===== config.mk =====
export PLATFORM = sky130hd
export DESIGN_NAME = lcd_hd44780_ctrl
export DESIGN_NICKNAME = d
export VERILOG_FILES = /design/src/rtl/lcd_hd44780_ctrl.sv
export SDC_FILE = /design/constraint.sdc
export NUM_CORES = 1
export LEC_CHECK = 0
export BUFFER_PORTS_ARGS = -buffer_cell sky130_fd_sc_hd__buf_4
export CAP_MARGIN = 30
export CORE_MARGIN = 2
export CORE_UTILIZATION = 54
export DETAILED_ROUTE_END_ITERATION = 8
export PLACE_DENSITY = 0.78
export SYNTH_ARGS = -nofsm -noshare
export SYNTH_HDL_FRONTEND = slang
export SYNTH_SLANG_ARGS = --single-unit

===== constraint.sdc =====
create_clock -name clk -period 2.6 [get_ports clk]
set_input_delay 0.26 -clock clk [delete_from_list [all_inputs] [get_ports clk]]
set_output_delay 0.26 -clock clk [all_outputs]
set_load 0.01 [all_outputs]

===== src/rtl/lcd_hd44780_ctrl.sv =====
// HD44780-compatible character LCD controller, 8-bit bus, write-only.
// Runs the power-up/init sequence on its own, then serves host requests
// (raw instruction, or character at row/col) over a valid/ready handshake.
// Every bus transfer is SETUP -> PULSE -> HOLD -> WAIT, all cycle-timed.
module lcd_hd44780_ctrl #(
  parameter int unsigned COLS         = 16,
  parameter int unsigned ROWS         = 2,
  parameter int unsigned PWRUP_CYC    = 2500000,
  parameter int unsigned SETUP_CYC    = 4,
  parameter int unsigned EN_CYC       = 25,
  parameter int unsigned HOLD_CYC     = 2,
  parameter int unsigned CMD_WAIT_CYC = 2500,
  parameter int unsigned CLR_WAIT_CYC = 100000,
  localparam int unsigned RW  = (ROWS > 1) ? $clog2(ROWS) : 1,
  localparam int unsigned CLW = (COLS > 1) ? $clog2(COLS) : 1
) (
  input  logic           clk,
  input  logic           rst_n,
  input  logic           wr_valid,
  output logic           wr_ready,
  input  logic           wr_cmd,
  input  logic [RW-1:0]  wr_row,
  input  logic [CLW-1:0] wr_col,
  input  logic [7:0]     wr_data,
  output logic           init_done,
  output logic           err,
  output logic           lcd_rs,
  output logic           lcd_rw,
  output logic           lcd_en,
  output logic [7:0]     lcd_db
);

  localparam int unsigned M1   = (PWRUP_CYC > SETUP_CYC) ? PWRUP_CYC : SETUP_CYC;
  localparam int unsigned M2   = (M1 > EN_CYC) ? M1 : EN_CYC;
  localparam int unsigned M3   = (M2 > HOLD_CYC) ? M2 : HOLD_CYC;
  localparam int unsigned M4   = (M3 > CMD_WAIT_CYC) ? M3 : CMD_WAIT_CYC;
  localparam int unsigned MAXC = (M4 > CLR_WAIT_CYC) ? M4 : CLR_WAIT_CYC;
  localparam int unsigned CNTW = (MAXC > 1) ? $clog2(MAXC) : 1;

  typedef enum logic [2:0] {
    S_PWRUP, S_INIT, S_IDLE, S_ADDR, S_SETUP, S_PULSE, S_HOLD, S_WAIT
  } state_t;

  state_t          state;
  logic [CNTW-1:0] cnt;
  logic [1:0]      ini_idx;
  logic            pend;     // character byte still to follow the address byte
  logic            long_w;   // current byte needs the clear/home execution wait
  logic            cmd_r;
  logic [RW-1:0]   row_r;
  logic [CLW-1:0]  col_r;
  logic [7:0]      data_r;

  function automatic logic [CNTW-1:0] last(input int unsigned n);
    return CNTW'(n - 1);
  endfunction

  function automatic logic [7:0] init_byte(input logic [1:0] i);
    case (i)
      2'd0:    return 8'h38;
      2'd1:    return 8'h0C;
      2'd2:    return 8'h01;
      default: return 8'h06;
    endcase
  endfunction

  function automatic logic [6:0] row_base(input logic [1:0] r);
    case (r)
      2'd0:    return 7'h00;
      2'd1:    return 7'h40;
      2'd2:    return 7'h14;
      default: return 7'h54;
    endcase
  endfunction

  function automatic logic is_long(input logic rs, input logic [7:0] db);
    return !rs && (db == 8'h01 || db == 8'h02 || db == 8'h03);
  endfunction

  logic       bad_req;
  logic [7:0] ddram_cmd;

  assign bad_req   = !wr_cmd && ((32'(wr_row) >= ROWS) || (32'(wr_col) >= COLS));
  assign ddram_cmd = 8'h80 | {1'b0, row_base(2'(row_r)) + 7'(col_r)};
  assign lcd_rw    = 1'b0;

  // Sequencer: power-up delay, init bytes, host requests and bus timing
  always_ff @(posedge clk or negedge rst_n) begin
    if (!rst_n) begin
      state     <= S_PWRUP;
      cnt       <= '0;
      ini_idx   <= '0;
      pend      <= 1'b0;
      long_w    <= 1'b0;
      cmd_r     <= 1'b0;
      row_r     <= '0;
      col_r     <= '0;
      data_r    <= '0;
      wr_ready  <= 1'b0;
      init_done <= 1'b0;
      err       <= 1'b0;
      lcd_rs    <= 1'b0;
      lcd_en    <= 1'b0;
      lcd_db    <= '0;
    end else begin
      case (state)
        S_PWRUP: begin
          if (cnt == last(PWRUP_CYC)) begin
            cnt   <= '0;
            state <= S_INIT;
          end else begin
            cnt <= cnt + 1'b1;
          end
        end
        S_INIT: begin
          ini_idx <= '0;
          lcd_rs  <= 1'b0;
          lcd_db  <= init_byte(2'd0);
          long_w  <= is_long(1'b0, init_byte(2'd0));
          cnt     <= '0;
          state   <= S_SETUP;
        end
        S_IDLE: begin
          if (wr_valid && wr_ready) begin
            cmd_r    <= wr_cmd;
            row_r    <= wr_row;
            col_r    <= wr_col;
            data_r   <= wr_data;
            err      <= bad_req;
            wr_ready <= 1'b0;
            state    <= S_ADDR;
          end
        end
        // err doubles as the rejected-request flag for this one cycle
        S_ADDR: begin
          err <= 1'b0;
          cnt <= '0;
          if (err) begin
            wr_ready <= 1'b1;
            state    <= S_IDLE;
          end else if (cmd_r) begin
            lcd_rs <= 1'b0;
            lcd_db <= data_r;
            long_w <= is_long(1'b0, data_r);
            pend   <= 1'b0;
            state  <= S_SETUP;
          end else begin
            lcd_rs <= 1'b0;
            lcd_db <= ddram_cmd;
            long_w <= is_long(1'b0, ddram_cmd);
            pend   <= 1'b1;
            state  <= S_SETUP;
          end
        end
        S_SETUP: begin
          if (cnt == last(SETUP_CYC)) begin
            cnt    <= '0;
            lcd_en <= 1'b1;
            state  <= S_PULSE;
          end else begin
            cnt <= cnt + 1'b1;
          end
        end
        S_PULSE: begin
          if (cnt == last(EN_CYC)) begin
            cnt    <= '0;
            lcd_en <= 1'b0;
            state  <= S_HOLD;
          end else begin
            cnt <= cnt + 1'b1;
          end
        end
        S_HOLD: begin
          if (cnt == last(HOLD_CYC)) begin
            cnt   <= '0;
            state <= S_WAIT;
          end else begin
            cnt <= cnt + 1'b1;
          end
        end
        // End of a transfer chains straight into the next byte's SETUP
        S_WAIT: begin
          if (cnt == (long_w ? last(CLR_WAIT_CYC) : last(CMD_WAIT_CYC))) begin
            cnt <= '0;
            if (!init_done) begin
              if (ini_idx == 2'd3) begin
                init_done <= 1'b1;
                wr_ready  <= 1'b1;
                state     <= S_IDLE;
              end else begin
                ini_idx <= ini_idx + 2'd1;
                lcd_rs  <= 1'b0;
                lcd_db  <= init_byte(ini_idx + 2'd1);
                long_w  <= is_long(1'b0, init_byte(ini_idx + 2'd1));
                state   <= S_SETUP;
              end
            end else if (pend) begin
              pend   <= 1'b0;
              lcd_rs <= 1'b1;
              lcd_db <= data_r;
              long_w <= is_long(1'b1, data_r);
              state  <= S_SETUP;
            end else begin
              wr_ready <= 1'b1;
              state    <= S_IDLE;
            end
          end else begin
            cnt <= cnt + 1'b1;
          end
        end
        default: state <= S_PWRUP;
      endcase
    end
  end

endmodule


* Word-level counts from Yosys, hierarchy flattened
Index checks and enable logic that the tools add are counted.
** Operators by class
- Equal/unequal tests :: 36
- $add $sub $neg :: 3
- Bitwise gates (word level) :: 1
- Shifts and indexed selects :: 0
- $mul :: 0
- Reductions and logical operators :: 24
- Divide/modulo/power cells :: 0
- Magnitude comparators :: 0
- Muxes and demuxes :: 65
** Operators with widths (count)
- 22-bit one-hot mux with 6 select lines :: 1
- 22-bit two-way mux :: 5
- 8-bit two-way mux :: 9
- 8-bit by 2-bit equality test with 1-bit output (second input constant) :: 4
- 3-bit two-way mux :: 10
- 1-bit two-way mux :: 25
- 3-bit one-hot mux with 8 select lines :: 1
- 8-bit one-hot mux with 3 select lines :: 1
- 22-bit by 1-bit adder with 22-bit output (second input constant) :: 1
- 22-bit by 1-bit equality test with 1-bit output (second input constant) :: 1
- 22-bit by 17-bit equality test with 1-bit output :: 1
- 22-bit by 2-bit equality test with 1-bit output (second input constant) :: 1
- 22-bit equality test (second input constant) :: 1
- 22-bit by 5-bit equality test with 1-bit output (second input constant) :: 1
- 2-bit != test (second input constant) :: 11
- 6-bit one-hot mux with 3 select lines :: 1
- 17-bit two-way mux :: 1
- 8-bit by 1-bit equality test with 1-bit output (second input constant) :: 2
- 7-bit one-hot mux with 2 select lines :: 1
- 3-bit equality test (second input constant) :: 4
- 3-bit != test (second input constant) :: 4
- 6-bit AND reduction :: 2
- 1-bit one-hot mux with 3 select lines :: 3
- 4-bit AND reduction :: 2
- other kinds (21) :: 36
** Word-level totals
- Bits in writable memories :: 0
- Memories :: 0
- Bits in latches :: 0
- Word-level logic and storage cells :: 144
- ROM bits :: 0
- Register bits after elaboration :: 56
- Output and inout bits :: 14

* Depth between registers and ports, before layout
Gate-level depths: netlist (run 1).
- Depth after elaboration :: 14
- Mapped depth :: 10
- Depth with buffers taken out :: 8

* Worst setup path before layout (run 1)
No wires, ideal clock.
- Kind :: register -> register
- Start point :: register cnt[19]
- End point :: register cnt[17]
- Stages on the path, launching flop included :: 10
- Data arrival time :: 2.475 ns
- Slack :: 0.004 ns
- Buffers on the path :: 2
- Period minus slack after synthesis :: 2.596 ns
- Cells stage by stage :: dfrtp_1 or4_4 or4_4 o32ai_2 and2_1 buf_4 o211a_4 buf_8 o31ai_2 a22o_1
** Between the ends
- Longest elaborated chain between the ends :: 3
- Elaborated cells between the ends (all ways) :: 11
- Those cells by class :: eq/ne (5); mux (6)
** Ends and longest elaborated chain
- from (decl) :: RTL line 45 : logic [CNTW-1:0] cnt;
- from (signal assigned) :: RTL line 112 : cnt <= cnt + 1'b1;
- from (signal assigned) :: RTL line 161 : cnt <= cnt + 1'b1;
- from (signal assigned) :: RTL line 170 : cnt <= cnt + 1'b1;
- 22-bit by 17-bit equality test with 1-bit output (tied with other cells) :: RTL line 183 : if (cnt == (long_w ? last(CLR_WAIT_CYC) : last(CMD_WAIT_CYC))) begin
- 22-bit two-way mux, on equally long branches
- 22-bit one-hot mux with 6 select lines (*) :: RTL line 106 : case (state)
Every way passes the cells marked *; elsewhere a longest branch is shown, timed or not.
A chain may end at the register's enable or synchronous reset.

* Final worst setup path (run 1)
- Start point :: register cnt[19]
- End point :: register cnt[2]
Same word-level chain as after synthesis.

==> summary by stage, run 1 <==
Floorplanning
During I/O placement, the number of pins put on the boundary was 31. The floorplan row count is 28. In this run the vertical extent of the chip is 82.0 µm. The core outline area is 0.00589 mm². The width of the die is 82.0 µm. The floorplan step defined a die boundary enclosing 0.00673 mm². The initial utilization of the core area, before any placement, comes to 0.558.

Global route
The wire length of the first global-routing pass is 14200 µm. In the global route stage, overall resource usage came out at 0.276. The number of antenna violations at the first check in global routing is 0. The total overflow left after global routing is 0. Entering global routing, the biggest net connects 56 pins. The number of global-route vias before repair was 2923.

Timing
The final setup skew is 0.00759 ns. The worst-margin pin slew is 0.692 ns. The final hold violation count came to 0. The final number of setup-violating endpoints is 0.

The number of slew-limit violations in the final report was 0. The maximum achievable frequency is 389 MHz. The shortest clock period the worst path allows after layout is 2.57 ns. In the finished design, the share of the clock period the worst path needs comes to 0.988. Setup repair after global routing could not meet its margin everywhere. Measured against its own limit, the worst slew margin works out to 0.539.

Critical path
For the worst setup path, the data arrival time is 2.79 ns. Among the stages of the critical path, the cell type that occurs most often is sky130_fd_sc_hd__or4_4. Counting cells, the worst reg-to-reg path comes to 8. The critical path in this run is classified as flip-flop to flip-flop. In this design, the stage delay of the slowest critical-path cell is 0.56 ns. Along the worst path, the maximum fanout reaches 7. For the worst setup path, the data required time is 2.82 ns.

In this run the critical register-to-register path is launched from cnt[19]$_DFFE_PN0P_. The slowest stage cell on the critical path is sky130_fd_sc_hd__or4_4. The critical path goes through or4_4, or4_4, o32ai_4, and2_4, o211a_4, buf_4, o31ai_2, a22o_1. The worst register-to-register path ends at cnt[2]$_DFFE_PN0P_. For flop-to-flop paths, the worst setup slack is 0.03 ns. STA classifies the critical path endpoint as a flip-flop. STA classifies the critical path startpoint as a flip-flop.

Logic synthesis
The dominant synthesized flop cell is sky130_fd_sc_hd__dfrtp_1. The fraction of registers with async set/reset is 1.00. The synthesized instance count is 361. Yosys printed 0 warnings. In this run, synthesis produced a sequential element count of 55. Synthesis instantiated 57 different standard cells from the library. The portion of the post-synthesis area used by sequential elements is 0.419.

The cell area that synthesis handed to floorplanning was 0.00329 mm². The mean post-synth cell area is 9.10 µm². The count of flip-flops with a built-in enable after synthesis is 0.

Placement
The placement-stage cell area is 0.00373 mm². The count of buffers added on input and output ports is 28. The placer's final routability congestion estimate is 0.990. Detailed placement ended at an HPWL of 6260 µm.

Status
The run finished with clean final reports.

Detailed routing
The number of design-rule violations left by the first detailed-router iteration is 334. The average routed wire per standard cell is 17.9 µm. The post-detailed-route via-to-cell ratio is 6.35. In the routed design, unresolved DRC markers number 0. For this run, the detailed router's first-pass iteration total came to 5. The antenna violation net count after detailed routing is 0. The detailed router placed 3100 vias in this run. The total detailed-routing wirelength is 8750 µm.

Layout
The layout has 487 filler cells. The final net count is 437. The growth of design area from synthesis to finish is 18.7%. The library cell used most frequently in the layout, excluding fill and tap cells, is sky130_fd_sc_hd__buf_4. The utilization of the core after routing is 0.663. The finished cells cover 0.00390 mm². In the layout the commonest cells are sky130_fd_sc_hd__buf_4 (61), sky130_fd_sc_hd__dfrtp_1 (54), sky130_fd_sc_hd__nand2_1 (36), sky130_fd_sc_hd__nor2_1 (33), sky130_fd_sc_hd__a21oi_1 (31). The antenna diode count is 0. Of the cells placed in the final design, the portion with a size suffix greater than 1 is 0.237.

Clock network
Clock tree synthesis selected as its root buffer the cell sky130_fd_sc_hd__clkbuf_8. The maximum buffer depth of the clock tree is 2. In this run the number of H-tree levels came out at 2.

The clock sink total is 55. The total CTS buffers is 5. The later pin in the worst-skew pair is clocked with a latency of 0.32 ns. TritonCTS built the clock tree.

Clock-pin slew was measured on the worst setup and hold paths at 0.11 ns.

Run
The number of max-capacitance violations reported is 0.

Hold path
The instance count along the most critical hold path is 3. The min-delay analysis places its worst path in the category input pin to flip-flop. The launch point of the worst hold path is wr_data[7]. The worst-case hold path end point is data_r[7]$_DFFE_PN0P_.

Pwr
The total power divided by cell area is 360 mW/mm². The cell leakage power is 0.00176 µW. IR analysis of the VDD net gives a maximum drop of 0.299 mV.
## cell usage after synthesis, types with 3 or more instances
cell / n / area, µm²
sky130_fd_sc_hd__dfrtp_1: 55 / 1380
sky130_fd_sc_hd__nand2_1: 36 / 135
sky130_fd_sc_hd__nor2_1: 33 / 124
sky130_fd_sc_hd__a21oi_1: 31 / 155
sky130_fd_sc_hd__o21ai_0: 26 / 130
sky130_fd_sc_hd__mux2_2: 14 / 158
sky130_fd_sc_hd__clkbuf_1: 11 / 41.3
sky130_fd_sc_hd__nand3_1: 11 / 55.1
sky130_fd_sc_hd__inv_1: 10 / 37.5
sky130_fd_sc_hd__nand4_1: 9 / 56.3
sky130_fd_sc_hd__ha_1: 8 / 100
sky130_fd_sc_hd__o31ai_1: 8 / 60.1
sky130_fd_sc_hd__and2_1: 7 / 43.8
sky130_fd_sc_hd__nor3_1: 7 / 35.0
sky130_fd_sc_hd__nor4_1: 7 / 43.8
sky130_fd_sc_hd__buf_4: 6 / 45.0
sky130_fd_sc_hd__a22o_1: 5 / 43.8
sky130_fd_sc_hd__a311oi_1: 5 / 43.8
sky130_fd_sc_hd__mux2i_1: 5 / 50.1
sky130_fd_sc_hd__nor2b_1: 5 / 31.3
sky130_fd_sc_hd__a31oi_1: 4 / 25.0
sky130_fd_sc_hd__a41oi_1: 4 / 35.0
sky130_fd_sc_hd__and3_1: 4 / 25.0
sky130_fd_sc_hd__nor4b_1: 4 / 35.0
sky130_fd_sc_hd__or3_1: 4 / 25.0
sky130_fd_sc_hd__or4_1: 4 / 30.0
sky130_fd_sc_hd__o22ai_1: 3 / 18.8
## metrics by stage
step | instances | setup slack (ns) | setup TNS [ns] | power, µW | hold WS, ns
global route | 488 | -0.0484 | -0.283 | 1450 | 0.156
CTS | 486 | 0.00295 | 0 | 1410 | 0.137
global placement | 477 | 0.0757 | 0 | 908 | 0.345
detailed placement | 477 | 0.00830 | 0 | 909 | 0.349
floorplan | 362 | 0.00422 | 0 | 876 | -0.0356
finish | 488 | 0.0319 | 0 | 1400 | 0.149
## timing repair
item | in CTS | in global routing
pin swaps | 0 | 3
setup buffers | 0 | 2
hold buffers | 1 | 0
hold endpoints to repair | 8 | 0
gates resized for setup | 3 | 7
setup endpoints to repair | 3 | 18
## worst max path at each step
stage / start / end / slack (ns)
floorplan: cnt[19]$_DFFE_PN0P_ / cnt[17]$_DFFE_PN0P_ / 0.004
global placement: cnt[19]$_DFFE_PN0P_ / cnt[7]$_DFFE_PN0P_ / 0.08
detailed placement: cnt[19]$_DFFE_PN0P_ / cnt[7]$_DFFE_PN0P_ / 0.008
CTS: cnt[19]$_DFFE_PN0P_ / cnt[7]$_DFFE_PN0P_ / 0.003
global route: cnt[19]$_DFFE_PN0P_ / cnt[7]$_DFFE_PN0P_ / -0.05
finish: cnt[19]$_DFFE_PN0P_ / cnt[2]$_DFFE_PN0P_ / 0.03
## cells by family after synthesis
family	count (synthesis)	share of synthesized area
AND/OR/NAND/NOR	144	0.230
AO/OA/AOI/OAI	102	0.204
buffers and inverters	30	0.0468
flip-flops	55	0.419
adder cells (fa/ha/maj)	8	0.0305
other	1	0.00114
multiplexers	19	0.0632
XOR/XNOR	2	0.00533
## critical path: cells and delay by family (launching register included)
kind | cells | cell delay, ns
DFF | 1 | 0.40
and+or+nand+nor | 3 | 1.22
AOI/OAI and AO/OA | 4 | 0.69
buffers and inverters | 1 | 0.15
## final cells by class
class,instances,area [µm²],share of cell area
multi-input combinational,277,1810,0.465
tap,75,93.8,0.0241
clock buffer,5,68.8,0.0176
timing repair buffer,63,488,0.125
inverter,10,37.5,0.00962
clock inverter,3,22.5,0.00577
sequential,55,1380,0.353
## report_power, final
group	internal [µW]	total, µW	switching (µW)	leakage [µW]
combinational	16.2	36.8	20.6	0.000991
clock	196	512	316	0.0000489
sequential	855	855	0	0.000717
## state kept, by name (all words and copies together) (netlist names)
| name | count |
|---|---|
| lcd_en | 1 |
| row_r | 1 |
| state | 3 |
| ini_idx | 2 |
| wr_ready | 1 |
| cnt | 22 |
| col_r | 4 |
| lcd_db | 8 |
| data_r | 8 |
| lcd_rs | 1 |
| cmd_r | 1 |
| long_w | 1 |
| pend | 1 |
| init_done | 1 |
## per-layer routing
metal	track usage	part of all wire
met2	0.471	0.50
met5	0	0
met4	0.0900	0.023
met1	0.355	0.41
met3	0.0473	0.065
Note: power is estimated with default switching activity, not from simulation.
==> run 2, diff against run 1 <==
==> config.mk (replaced) <==
export PLATFORM = sky130hd
export DESIGN_NAME = lcd_hd44780_ctrl
export DESIGN_NICKNAME = d
export VERILOG_FILES = /design/src/rtl/lcd_hd44780_ctrl.sv
export SDC_FILE = /design/constraint.sdc
export NUM_CORES = 1
export LEC_CHECK = 0
export CAP_MARGIN = 30
export CORE_MARGIN = 2
export CORE_UTILIZATION = 57
export DETAILED_ROUTE_END_ITERATION = 8
export DONT_BUFFER_PORTS = 1
export PLACE_DENSITY = 0.76
export SYNTH_ARGS = -nofsm -noshare
export SYNTH_HDL_FRONTEND = slang
export SYNTH_SLANG_ARGS = --single-unit
==> run 2 against run 1 <==
  * The flow now finishes with violations (setup timing)
  * Clock power rose by 15%
  * Non-clock buffer count decreased by 25
  * Die area down 5.0%
  * Utilization is 1.3 points higher
  * Setup slack worse by 0.058 ns
  * Combinational power shrank 33%
  * Register-to-register slack got worse by 0.06 ns
  * Sequential share of layout area up 1.4 points
  * Routed wire length fell by 5.2%
  * Sequential power barely moved
==> summary by stage, run 2 (same netlist as run 1, synthesis figures left out) <==
Critical path
The capture point of the worst reg-to-reg path is cnt[3]$_DFFE_PN0P_. The reg-to-reg setup timing slack is -0.03 ns. The startpoint identified for the worst register-to-register timing path is cnt[19]$_DFFE_PN0P_. The peak fanout along the critical path is 5.

The critical path capture point type is a flip-flop. The required time reported for the critical path endpoint is 2.81 ns. The cell depth of the worst flop-to-flop path is 8. The worst path arrival time is 2.83 ns. The kind of critical path is flip-flop to flip-flop.

The kind of start point of the critical path is a flip-flop.

Detailed routing
The first detailed-routing pass took 6 iterations. The total detailed-routing wirelength is 8290 µm. The post-detailed-route via-to-cell ratio is 6.51. In the routed design, unresolved DRC markers number 0. After detailed routing, the average wire length per cell comes to 18.0 µm. The antenna violation net count after detailed routing is 0. The number of design-rule violations left by the first detailed-router iteration is 266. The number of vias in the routed layout is 2995.

Floorplanning
The width of the die is 79.9 µm. The number of I/O pins is 31. The die covers 0.00639 mm². The region available for standard cell placement spans 0.00554 mm². The floorplan row count is 27. The starting density of the core is 0.593.

The die is 79.9 µm tall.

Layout
The utilization of the core after routing is 0.676. The register with the most flip-flops in the layout has 22 of them. Once layout is done, the placed cells without fillers occupy 0.00374 mm². The growth of design area from synthesis to finish is 13.9%. In the final design database the tool counted 412 nets. After the flow finishes, the layout carries non-filler instances totaling 460.

The antenna diode count is 0. Of the cells placed in the final design, the portion with a size suffix greater than 1 is 0.183. The number of fill cells in the layout is 448. In the final layout, the multi-input gates occupy 0.00180 mm². Counting flops per register, the top entry is cnt. The library cells used most frequently in the layout, excluding fill and tap cells, are sky130_fd_sc_hd__dfrtp_1 (55), sky130_fd_sc_hd__nand2_1 (36), sky130_fd_sc_hd__nor2_1 (33), sky130_fd_sc_hd__buf_4 (33), sky130_fd_sc_hd__a21oi_1 (31). The most common library cell in the layout ignoring fill and taps is sky130_fd_sc_hd__dfrtp_1. The sequential cell area is 0.00138 mm². In the final layout, the registers with the most flip-flops are cnt: 22 flops, data_r: 8 flops, lcd_db: 8 flops.

Timing
The period utilization is 1.01. Setup slack on the critical path of the routed design comes to -0.0261 ns. The final hold violation count came to 0. The final number of setup-violating endpoints is 3. Headroom to the max-slew limit came out at 0.605. Setup repair after global routing could not meet its margin everywhere. The shortest clock period the worst path allows after layout is 2.63 ns.

The number of slew-limit violations in the final report is 0. Between clock sinks in the finished design, the worst skew comes to 0.00589 ns. Based on the critical path, the design can be clocked at up to 381 MHz. For the pin with the worst max-slew slack, the measured transition is 0.587 ns.

Pwr
The cell leakage power is 0.00166 µW. VDD sags by at most 0.276 mV. The total power divided by cell area is 393 mW/mm².

Placement
The number of input and output port buffers inserted is 0. The sum of net half-perimeters after detailed placement is 5830 µm. In this run, placement finished with an instance count of 446.

The placer's final routability congestion estimate is 1.01. The placement-stage cell area is 0.00352 mm². At the placement stage, the worst setup path has a slack of -0.00124 ns.

Status
The checks that failed: setup timing. The run finished, with violations left.

Global route
The wire length of the first global-routing pass is 13700 µm. The number of antenna violations at the first check in global routing is 0. Global routing finished with a remaining overflow of 0. Entering global routing, the biggest net connects 56 pins. The number of global-route vias before repair is 2808. The overall routing resource usage is 0.275.

Clock network
The latest clock arrival within the worst-skew pair is 0.31 ns. The maximum buffer depth of the clock tree is 2. The total CTS buffers is 5. The master cell of the clock root buffer is sky130_fd_sc_hd__clkbuf_8. The clock sink total is 55.

The clock tree synthesis step divided the H-tree into 2 levels. The clock transition time at the flip-flop clock pins of the worst setup and hold paths is 0.10 ns. TritonCTS built the clock tree.

Hold path
The worst hold path was traced through 2 stages. The worst-case hold path end point is data_r[7]$_DFFE_PN0P_. The tightest min-delay check is of the input pin to flip-flop type. The launch point of the worst hold path is wr_data[7].

Run
The number of max-capacitance violations reported is 0.
==> run 2: changes by cell type in the layout (fill, tap and decap cells not counted), sizes merged <==
cell | before | now
bufinv | 0 | 1
inv | 12 | 10
buf | 62 | 37
clkbuf | 5 | 6
==> run 2: area by class of cell <==
type | count | area share
inverter | 10 | 0.0100
clock inverter | 2 | 0.00936
clock buffer | 6 | 0.0221
tap | 72 | 0.0241
timing repair buffer | 38 | 0.0875
multi-input combinational | 277 | 0.479
sequential | 55 | 0.368
==> run 2: worst max path at each step <==
stage	depth (start not counted)	slack, ns	from	endpoint
after floorplan	9	0.004	cnt[19]$_DFFE_PN0P_	cnt[17]$_DFFE_PN0P_
after detailed placement	8	-0.001	cnt[19]$_DFFE_PN0P_	cnt[9]$_DFFE_PN0P_
after global routing	7	-0.08	cnt[19]$_DFFE_PN0P_	cnt[7]$_DFFE_PN0P_
after CTS	8	0.002	cnt[19]$_DFFE_PN0P_	cnt[9]$_DFFE_PN0P_
after global placement	8	0.06	cnt[19]$_DFFE_PN0P_	cnt[9]$_DFFE_PN0P_
final	8	-0.03	cnt[19]$_DFFE_PN0P_	cnt[3]$_DFFE_PN0P_
==> run 2: repair_timing <==
| action | in CTS | in global routing |
|---|---|---|
| pin swaps | 2 | 1 |
| setup buffers | 0 | 4 |
| hold buffers | 2 | 0 |
| hold endpoints to repair | 55 | 0 |
| gates resized for setup | 2 | 6 |
| setup endpoints to repair | 5 | 17 |
==> run 2: critical path, stage by stage, from the launching register on <==
cell and delay (ns):
sky130_fd_sc_hd__dfrtp_1 0.40, sky130_fd_sc_hd__or4_4 0.56, sky130_fd_sc_hd__or4_4 0.47, sky130_fd_sc_hd__o32ai_4 0.30, sky130_fd_sc_hd__and2_4 0.19, sky130_fd_sc_hd__o211a_4 0.20
sky130_fd_sc_hd__buf_4 0.15, sky130_fd_sc_hd__o31ai_1 0.07, sky130_fd_sc_hd__a22o_1 0.19
==> run 2: metal layers <==
layer  track usage  up-vias  share of wire
met5             0        -              0
met4        0.0814        0          0.018
met3        0.0464       17          0.070
met2         0.472      156           0.50
met1         0.355     1434           0.41
li1              -     1388              -
==> run 2: where the power goes <==
| group | internal (µW) | switching [µW] |
|---|---|---|
| Combinational | 5.72 | 18.9 |
| Sequential | 855 | 0 |
| Clock | 312 | 279 |
| Total | 1170 | 298 |
==> run 2: stage by stage <==
step / total power [µW] / hold slack, ns / TNS, ns
after global placement: 874 / -0.0342 / 0
after global routing: 1520 / 0.0743 / -0.476
after detailed placement: 874 / -0.0339 / -0.00124
after CTS: 1480 / 0.0665 / 0
final: 1470 / 0.0693 / -0.0453
after floorplan: 876 / -0.0356 / 0
==> run 3, diff against run 2 <==
--- a/config.mk
+++ b/config.mk
@@ -5,12 +5,13 @@
 export SDC_FILE = /design/constraint.sdc
 export NUM_CORES = 1
 export LEC_CHECK = 0
+export ABC_AREA = 1
 export CAP_MARGIN = 30
 export CORE_MARGIN = 2
-export CORE_UTILIZATION = 57
+export CORE_UTILIZATION = 58
 export DETAILED_ROUTE_END_ITERATION = 8
 export DONT_BUFFER_PORTS = 1
-export PLACE_DENSITY = 0.76
+export PLACE_DENSITY = 0.77
 export SYNTH_ARGS = -nofsm -noshare
 export SYNTH_HDL_FRONTEND = slang
 export SYNTH_SLANG_ARGS = --single-unit
==> run 3 against run 2 <==
  * The flow now finishes without violations
  * Clock-buffer cell count is 1 lower
  * Synthesized area is 16% higher
  * Sequential power hardly changed
  * Critical endpoint is now lcd_db[1]$_DFFE_PN0P_
  * Largest cell class unchanged
  * Largest power group unchanged
==> summary by stage, run 3 <==
Status
The flow ran to the end, and the final reports show no timing, DRC or antenna violations.

Detailed routing
The routed design has 8400 µm of wire. The number of vias in the routed layout is 3434. The number of remaining DRC errors is 0. For this block, the initial DRC count from the detailed router was 189. The detailed-router iteration count before antenna repair is 5.

The post-detailed-route via-to-cell ratio is 5.38. The average routed wire per standard cell is 13.2 µm. The antenna violation net count after detailed routing is 0.

Logic synthesis
Among all flip-flop cells after synthesis, the most frequent one is sky130_fd_sc_hd__dfrtp_1. The portion of the post-synthesis area used by sequential elements is 0.360. The synthesized instance count is 572.

The most common cell in the synthesized netlist is sky130_fd_sc_hd__nand2_1. The total number of yosys warnings is 0. Yosys mapped a number of flops with a built-in enable equal to 0.

The fraction of registers with async set/reset is 1.00. Synthesis inferred 55 register bits. Summing every instance area after synthesis gives 0.00382 mm². The most area-hungry cell type in the Yosys netlist is sky130_fd_sc_hd__dfrtp_1.

Dividing the synthesized area by the synthesized cell count gives 6.69 µm². The share of synthesized area in the top cell type comes to 0.360. The number of different library cells used by synthesis comes to 35. Ranked by total cell area, the synthesized netlist is headed by sky130_fd_sc_hd__dfrtp_1 (36%), sky130_fd_sc_hd__nand2_1 (22%), sky130_fd_sc_hd__nor2_1 (8.2%). The commonest cells after synthesis are sky130_fd_sc_hd__nand2_1 (222), sky130_fd_sc_hd__nor2_1 (84), sky130_fd_sc_hd__dfrtp_1 (55), sky130_fd_sc_hd__inv_1 (45), sky130_fd_sc_hd__nand3_1 (29).

Clock network
The clock transition time at the flip-flop clock pins of the worst setup and hold paths is 0.10 ns. The total CTS buffers is 5. The master cell of the clock root buffer is sky130_fd_sc_hd__clkbuf_8.

TritonCTS built the clock tree. The number of H-tree levels is 2. The clock sink total is 55. The clock passes through at most 2 buffers. For the worst-skew pair, the clock arrives at the later sink with an insertion delay of 0.31 ns.

Placement
OpenSTA, run right after detailed placement, puts the worst setup slack at 0.437 ns. After legalization and detailed placement, the total HPWL measured 6160 µm. After detailed placement, the total cell area comes to 0.00376 mm². Buffers placed on the I/O ports in this run total 0. The congestion estimate from routability-driven global placement came to 1.03.

Global route
The wire length of the first global-routing pass is 14600 µm. The number of antenna violations at the first check in global routing is 0. Entering global routing, the biggest net connects 56 pins. The number of global-route vias before repair is 3096. The overall routing resource usage is 0.246. The residual overflow from global routing is 0.

Layout
0 antenna diodes ended up in the layout. In the layout the commonest cells are sky130_fd_sc_hd__nand2_1 (222), sky130_fd_sc_hd__nor2_1 (84), sky130_fd_sc_hd__dfrtp_1 (55), sky130_fd_sc_hd__inv_1 (45), sky130_fd_sc_hd__nand3_1 (29). The finished cells cover 0.00389 mm². At the end of the flow, the number of nets in the layout was 585. The flip-flop count of the largest register after layout is 22. In the final layout, the registers with the most flip-flops are cnt: 22 flops, data_r: 8 flops, lcd_db: 8 flops. Compared with the post-synthesis result, the final layout area differs by 1.73%. In the final layout, the share of cells above drive strength 1 is 0.0802.

The library cell used most frequently in the layout, excluding fill and tap cells, is sky130_fd_sc_hd__nand2_1. More flip-flops sit in one register than any other, and that register is cnt. The layout has 580 filler cells.

Timing
The shortest clock period the worst path allows after layout is 2.19 ns. Setup violations remaining at the end of the flow were counted as 0. Static timing analysis puts the maximum clock frequency at 456 MHz. Setup slack closes at 0.405 ns. In the finished design, the share of the clock period the worst path needs comes to 0.844.

The final hold violation count is 0. The accumulated negative setup slack is 0 ns. Final hold analysis gives a worst-case slack of 0.0507 ns.

Setup repair after global routing left no endpoint under its margin. The number of slew-limit violations in the final report is 0. Clock skew on the completed layout was measured at 0.00509 ns.

Hold path
The worst hold path was traced through 2 stages. The class of the tightest hold or removal check is input pin to flip-flop.

Run
Across the run, the number of max-cap violations was 0.

Critical path
The setup path with the least slack is of type flip-flop to flip-flop. Of all nets on the critical path, the largest fanout is 20. STA classifies the critical path endpoint as a flip-flop. STA puts the critical path data arrival time at 2.40 ns. Counting stages on the worst path, the most repeated cell is sky130_fd_sc_hd__nand2_1. The worst setup path is launched from a flip-flop. The critical path's largest stage delay is 0.57 ns. The critical path goes through inv_2, nand2_1, nand2_1, nor2_1, nand2_1, nor2_1, nand2_1, nand2_2, nand3_2, nand2_1, o21ai_2. For the worst flop-to-flop path, the logic depth is 11.

The slowest stage cell on the critical path is sky130_fd_sc_hd__dfrtp_1. STA puts the critical path data required time at 2.80 ns.

Floorplanning
The core outline area is 0.00635 mm². 31 I/O pins were placed. The width of the die is 85.2 µm. The floorplan step defined a die boundary enclosing 0.00726 mm². The y dimension of the die is 85.2 µm. The floorplan row count is 29. The initial utilization of the core area, before any placement, comes to 0.602.

Pwr
The largest vdd supply drop is 0.313 mV. For this design the ratio of total power to cell area is 354 mW/mm². For this design the static power due to leakage is 0.00190 µW.
## run 3: worst max-delay path: cells and delay by family, from the launching register on
kind / cells / cell delay (ns)
AO/OA/AOI/OAI: 1 / 0.07
buffers and inverters: 1 / 0.14
flip-flops: 1 / 0.57
AND/OR/NAND/NOR: 9 / 1.30
## run 3: cell families (layout without fill, tap and decap cells)
group / Yosys count / after routing / share of synthesized area
XOR/XNOR: 13 / 13 / 0.0298
buffers and inverters: 76 / 64 / 0.0988
adder cells (fa/ha/maj): 8 / 8 / 0.0262
other: 1 / 2 / 0.000980
multiplexers: 1 / 1 / 0.00262
AND/OR/NAND/NOR: 368 / 368 / 0.399
flip-flops: 55 / 55 / 0.360
AO/OA/AOI/OAI: 50 / 50 / 0.0824
## run 3: repair_timing
item,CTS,global route
gates resized for setup,0,0
hold buffers,2,0
buffers inserted,0,0
endpoints found under the setup margin,0,0
hold endpoints to repair,55,0
## run 3: final cells by class
| class | count | area [µm²] | area share |
|---|---|---|---|
| inverter | 51 | 191 | 0.0492 |
| sequential | 55 | 1380 | 0.354 |
| multi-input combinational | 442 | 2070 | 0.533 |
| clock inverter | 3 | 23.8 | 0.00611 |
| tap | 77 | 96.3 | 0.0248 |
| clock buffer | 5 | 68.8 | 0.0177 |
| timing repair buffer | 5 | 60.1 | 0.0154 |
## run 3: final timing paths
kind / slack [ns] / start / end
worst min-delay path: 0.05 / wr_data[3] / data_r[3]$_DFFE_PN0P_
worst max register to register: 0.41 / long_w$_DFFE_PN0P_ / lcd_db[1]$_DFFE_PN0P_
min in group asynchronous: 0.47 / rst_n / cnt[15]$_DFFE_PN0P_
worst min register to register: 0.49 / row_r$_DFFE_PN0P_ / row_r$_DFFE_PN0P_
max in group asynchronous: 1.88 / rst_n / cnt[0]$_DFFE_PN0P_
worst max-delay path: 0.41 / long_w$_DFFE_PN0P_ / lcd_db[1]$_DFFE_PN0P_
## run 3: where the power goes
group / internal (µW) / switching, µW / leakage, µW / total (µW)
clock: 195 / 301 / 0.0000461 / 497
combinational: 5.55 / 18.7 / 0.00112 / 24.2
sequential: 855 / 0 / 0.000728 / 855
total: 1060 / 320 / 0.00190 / 1380
## run 3: layer usage
layer | vias to the layer above | routed length, µm | track usage
li1 | 1753 | - | -
met1 | 1560 | 4110 | 0.364
met2 | 111 | 3740 | 0.370
met3 | 10 | 448 | 0.0370
met4 | 0 | 99 | 0.0808
met5 | - | 0 | 0
## run 3: stage by stage
stage | total power, µW | util | cells
2_1_floorplan | 876 | - | 573
3_3_place_gp | 874 | 0.592 | 628
3_5_place_dp | 874 | 0.592 | 628
4_1_cts | 1400 | 0.613 | 638
5_1_grt | 1430 | 0.613 | 638
6_report | 1380 | 0.613 | 638
